[src/rtl/quad_pkg.sv]
// quad_pkg -- shared constants for the quadrature input path.
//   QUAD_DEBOUNCE_DEFAULT : default debounce length in clocks
//   QUAD_CNT_W            : default width of a per-channel stability counter
//   quad_cfg_ok()         : true when a debounce length is legal for a counter width
// Shared with the quadrature_clocked benches so both agree on the defaults.
package quad_pkg;

  localparam int QUAD_DEBOUNCE_DEFAULT = 16;
  localparam int QUAD_CNT_W            = 8;

  // Legal debounce lengths are 1..255 and must be representable in cnt_w bits.
  function automatic bit quad_cfg_ok(input int cycles, input int cnt_w);
    bit fits;
    fits = (cnt_w >= 31) || (cycles < (1 << cnt_w));
    return (cycles >= 1) && (cycles <= 255) && (cnt_w >= 1) && fits;
  endfunction

endpackage

[src/rtl/quad_debounce_chan.sv]
// debounce_chan -- one debounced input channel.
//   clk    : rising-edge clock
//   reset  : asynchronous active-high reset
//   raw    : asynchronous, bouncy input
//   deb    : debounced output
//   upd    : one-cycle strobe, high on the clock where deb changes
// The raw input goes through a 2-flop synchronizer. A stability counter runs
// while the synchronized value differs from deb and clears whenever they
// agree. On the clock where the counter sits at DEBOUNCE_CYCLES-1 and the
// values still differ, deb follows and the counter clears, giving a total
// latency of 2+DEBOUNCE_CYCLES clocks from a clean raw edge.
module debounce_chan
  import quad_pkg::*;
#(
  parameter int DEBOUNCE_CYCLES = QUAD_DEBOUNCE_DEFAULT,
  parameter int CNT_W           = QUAD_CNT_W
) (
  input  logic clk,
  input  logic reset,
  input  logic raw,
  output logic deb,
  output logic upd
);

  localparam logic [CNT_W-1:0] CNT_TC  = CNT_W'(DEBOUNCE_CYCLES - 1);
  localparam logic [CNT_W-1:0] CNT_ONE = CNT_W'(1);

  logic [1:0]       sync;
  logic [CNT_W-1:0] cnt;
  logic             diff;

  always_ff @(posedge clk or posedge reset) begin
    if (reset) sync <= 2'b00;
    else       sync <= {sync[0], raw};
  end

  assign diff = sync[1] ^ deb;

  // The counter stops at CNT_TC: reaching it with diff still set is the
  // update point, which clears it, so it can never wrap.
  always_ff @(posedge clk or posedge reset) begin
    if (reset) begin
      cnt <= '0;
      deb <= 1'b0;
      upd <= 1'b0;
    end else begin
      upd <= 1'b0;
      if (!diff) begin
        cnt <= '0;
      end else if (cnt == CNT_TC) begin
        cnt <= '0;
        deb <= sync[1];
        upd <= 1'b1;
      end else begin
        cnt <= cnt + CNT_ONE;
      end
    end
  end

endmodule

[src/rtl/quad_debounce.sv]
// quad_debounce -- debouncer for the two channels of a quadrature encoder.
//   clk        : rising-edge clock
//   reset      : asynchronous active-high reset
//   quadA_raw  : asynchronous, bouncy channel A
//   quadB_raw  : asynchronous, bouncy channel B
//   quadA      : debounced channel A (to quadrature_clocked.quadA)
//   quadB      : debounced channel B (to quadrature_clocked.quadB)
//   chg        : one-cycle strobe when quadA and/or quadB updates
//   err        : sticky flag, both channels updated on the same clock
// Optional feature macro: QUAD_DEBOUNCE_ILLEGAL_DETECT_EN enables err.
// Without it err is tied low and no detection logic exists.
module quad_debounce
  import quad_pkg::*;
#(
  parameter int DEBOUNCE_CYCLES = QUAD_DEBOUNCE_DEFAULT,
  parameter int CNT_W           = QUAD_CNT_W
) (
  input  logic clk,
  input  logic reset,
  input  logic quadA_raw,
  input  logic quadB_raw,
  output logic quadA,
  output logic quadB,
  output logic chg,
  output logic err
);

  generate
    if (!quad_cfg_ok(DEBOUNCE_CYCLES, CNT_W)) begin : g_bad_cfg
      $error("quad_debounce: DEBOUNCE_CYCLES must be 1..255 and fit in CNT_W bits");
    end
  endgenerate

  logic upd_a;
  logic upd_b;

  debounce_chan #(
    .DEBOUNCE_CYCLES(DEBOUNCE_CYCLES),
    .CNT_W          (CNT_W)
  ) u_chan_a (
    .clk  (clk),
    .reset(reset),
    .raw  (quadA_raw),
    .deb  (quadA),
    .upd  (upd_a)
  );

  debounce_chan #(
    .DEBOUNCE_CYCLES(DEBOUNCE_CYCLES),
    .CNT_W          (CNT_W)
  ) u_chan_b (
    .clk  (clk),
    .reset(reset),
    .raw  (quadB_raw),
    .deb  (quadB),
    .upd  (upd_b)
  );

  // Both strobes come straight from flops, so chg stays a single registered
  // pulse aligned with the output update even when both channels move.
  assign chg = upd_a | upd_b;

`ifdef QUAD_DEBOUNCE_ILLEGAL_DETECT_EN
  logic err_q;

  // A Gray-coded encoder never moves both channels at once; latch it until reset.
  always_ff @(posedge clk or posedge reset) begin
    if (reset) err_q <= 1'b0;
    else       err_q <= err_q | (upd_a & upd_b);
  end

  assign err = err_q;
`else
  assign err = 1'b0;
`endif

endmodule

[config.mk]
export PLATFORM = sky130hd
export DESIGN_NAME = quad_debounce
export DESIGN_NICKNAME = d
export VERILOG_FILES = /design/src/rtl/quad_pkg.sv /design/src/rtl/quad_debounce_chan.sv /design/src/rtl/quad_debounce.sv
export SDC_FILE = /design/constraint.sdc
export NUM_CORES = 1
export LEC_CHECK = 0
export ABC_AREA = 0
export CAP_MARGIN = 30
export CORE_ASPECT_RATIO = 0.8
export CORE_MARGIN = 3
export CORE_UTILIZATION = 30
export CTS_BUF_LIST = sky130_fd_sc_hd__clkbuf_2
export CTS_CLUSTER_DIAMETER = 50
export DETAILED_ROUTE_END_ITERATION = 8
export GPL_TIMING_DRIVEN = 1
export PLACE_DENSITY_LB_ADDON = 0.25
export SKIP_LAST_GASP = 1
export SYNTH_ARGS = -nofsm -noshare
export SYNTH_HDL_FRONTEND = slang
export SYNTH_SLANG_ARGS = --single-unit
[constraint.sdc]
create_clock -name clk -period 1.3 [get_ports clk]
set_clock_uncertainty 0.1 [all_clocks]
set_input_delay 0.13 -clock clk [delete_from_list [all_inputs] [get_ports clk]]
set_output_delay 0.13 -clock clk [all_outputs]
set_load 0.02 [all_outputs]
==> impl_metrics.toml <==
[global_route]
grtUsageMet2_pct = 18.0
grt_pass1_vias = 840
met1_usage_pct = 14.7
grtUsageTotal_pct = 11.4
antenna_found_initial = 0
overflow = 0
top_usage_layer = "met2"
grt_max_degree = 25
grt_pass1_wl_microns = 3730
met3_usage_pct = 3.73

[outcome]
violations = "negative setup slack"
status = "finished with violations"

[routing]
drt-total-wl_microns = 2260
vias = 851
final_antenna_net_count = 0
drt_iter0_drc = 23
avgViaCountPerCell = 4.89
drc_errors = 0
drtPass1Iterations = 4
wl_per_cell_microns = 13.0

[yosys]
syn_inst = 92
ys_seq_area_share_pct = 56.8
synth.top_cell.area_share_pct = 56.8
synthArstFlopShare_pct = 100
synth_cell_types = 25
ys.flop_type = "dfrtp_1"
ys_warn_count = 0
synth_commonest_cells = "dfrtp_1 (24), a21oi_1 (8), or3_1 (8)"
synth_enable_flop_cells = 0
syn_nets = 98
synth_most_common_cell = "dfrtp_1"
synthTopCellsByArea = "dfrtp_1 (57%), or3_1 (4.7%), nor4_4 (4.0%)"
avgSynthCellArea_sq_um = 11.5
synth_area_sq_um = 1060
yosysTopAreaCell = "dfrtp_1"
ys_ff_latch = 24

[pwr]
p_leak_nw = 0.696
irDropWorstVdd_v = 0.000588
p_total_w = 0.00145
power_density_nw_per_um2 = 924

[worst_setup_path]
worstPathMaxFanout = 4
arrival_ns = 1.59
endpoint_kind = "flip-flop"
crit_type = "flip-flop to flip-flop"
worstPathRequired_ns = 1.47
crit_path_start_kind = "flip-flop"

[final_layout]
nets = 141
final_util_pct = 48.8
drive_gt1_share_pct = 46.3
diodes = 0
fillCellCount = 295
area_growth_pct = 48.5

[flow_run]
cap_viol_max_count = 0

[sta]
setup_ws_ns = -0.116
rsz0062_at_grt = "true"
hold_violations = 0
fin_crit_ns = 1.42
drv_slew = 0
setup_violations = 15
finalCritPeriodShare_pct = 109
holdWs_ns = 0.0906
fmax_mhz = 706

[place]
io_buffers = 6
pre_cts_ws_ns = -0.135
gp_congestion = 0.705
dp_hpwl_microns = 1530

[cts]
cts.clk_slew.worst_paths_ns = 0.23
clockBufferDepth = 2
htree_levels = 1
cts_tree = "done"
numCtsBuffers = 3
clock_sinks = 24
cts-root-buf = "clkbuf_2"
insertion_delay_ns = 0.34

[floorplanning]
ios = 8
core_sq_um = 3220
rows = 18
die_h_microns = 59.1
start_util_pct = 32.8
die_w_microns = 72.4
die_area_sq_um = 4280

[hold_path]
worstHoldPathType = "primary input to flip-flop"
==> layout by cell type (no fill, tap or decap), drive strengths merged <==
cell type      instances
dfrtp                 24
nor4                   2
o21ai                  6
ha                     2
clkbuf                 3
nor2b                  2
nand2b                 3
conb                   1
a221o                  1
nand3                  4
nand4                  3
or2                    1
a21oi                  8
buf                   35
a41o                   2
clkdlybuf4s50          3
xnor2                  4
a22o                   1
dlygate4sd3            1
nor2                   6
inv                    4
mux2                   2
nand2                  4
or3                    8
a31oi                  2
a311oi                 1
bufinv                 1
==> area by class of cell <==
cell class                 count  area [sq um]  area share (%)
clock buffer                   3          15.0           0.956
sequential                    24           603            38.4
clock inverter                 1          30.0            1.91
timing repair buffer          39           309            19.7
multi-input combinational     63           548            34.9
inverter                       4          15.0           0.956
tap                           40          50.0            3.19
==> timing repair <==
| item | 4_1_cts | 5_1_grt |
|---|---|---|
| endpoints found under the hold margin | 24 | 0 |
| setup buffers | 6 | 5 |
| endpoints found under the setup margin | 18 | 19 |
| pin swaps | 6 | 10 |
| hold buffers | 1 | 0 |
| resized for setup | 15 | 15 |
==> power by group <==
| part | leakage [nW] | internal, W | switching (W) |
|---|---|---|---|
| registers | 0.318 | 0.000771 | 0.0000280 |
| logic | 0.351 | 0.0000922 | 0.0000667 |
| clock network | 0.0266 | 0.000265 | 0.000229 |
| total | 0.696 | 0.00113 | 0.000323 |
==> per-stage QoR <==
step | instances | TNS, ns | area, sq um
2_1_floorplan | 92 | -0.125 | 1110
3_3_place_gp | 158 | -0.829 | 1380
3_5_place_dp | 158 | -1.07 | 1380
4_1_cts | 169 | -1.46 | 1490
5_1_grt | 174 | -2.56 | 1570
6_report | 174 | -1.26 | 1570
==> final timing paths <==
| kind | from | end | slack (ns) | cells after the start |
|---|---|---|---|---|
| min reg2reg | u_chan_b.sync[0]$_DFF_PP0_ | u_chan_b.sync[1]$_DFF_PP0_ | 0.29 | 0 |
| min in group asynchronous | reset | u_chan_a.deb$_DFFE_PP0P_ | 0.54 | 4 |
| max in group asynchronous | reset | u_chan_a.cnt[5]$_DFF_PP0_ | 0.31 | 4 |
| min | quadB_raw | u_chan_b.sync[0]$_DFF_PP0_ | 0.09 | 1 |
| max reg2reg | u_chan_b.cnt[6]$_DFF_PP0_ | u_chan_b.deb$_DFFE_PP0P_ | -0.12 | 3 |
| max | u_chan_b.cnt[6]$_DFF_PP0_ | u_chan_b.deb$_DFFE_PP0P_ | -0.12 | 3 |
==> logic make-up (layout without fill, tap and decap cells) <==
| kind of cell | Yosys count | in the layout | share of synthesized area (%) |
|---|---|---|---|
| and+or+nand+nor | 33 | 33 | 19.8 |
| DFF | 24 | 24 | 56.8 |
| AOI/OAI and AO/OA | 21 | 21 | 12.4 |
| buffers and inverters | 5 | 47 | 2.13 |
| xor gates and xnor gates | 4 | 4 | 3.31 |
| adders and majority gates | 2 | 2 | 2.37 |
| muxes | 2 | 2 | 2.84 |
| other | 1 | 1 | 0.355 |
==> routing by layer <==
| metal | share of wire [%] | up-vias | wire [microns] |
|---|---|---|---|
| li1 | - | 415 | - |
| met1 | 48 | 418 | 1080 |
| met2 | 47 | 14 | 1070 |
| met3 | 2.9 | 4 | 66 |
| met4 | 1.9 | 0 | 43 |
| met5 | 0 | - | 0 |
==> flip-flops by register name (all words and copies together) (netlist names) <==
register       cells
u_chan_a.cnt       8
u_chan_a.deb       1
u_chan_a.sync      2
u_chan_a.upd       1
u_chan_b.cnt       8
u_chan_b.deb       1
u_chan_b.sync      2
u_chan_b.upd       1
==> worst max-delay path, cell delays in order (launching register included) <==
cell      delay, ns
dfrtp_1        0.46
nor4_4         0.40
nand2b_4       0.09
mux2_4         0.29
Note: power is estimated with default switching activity, not from simulation.
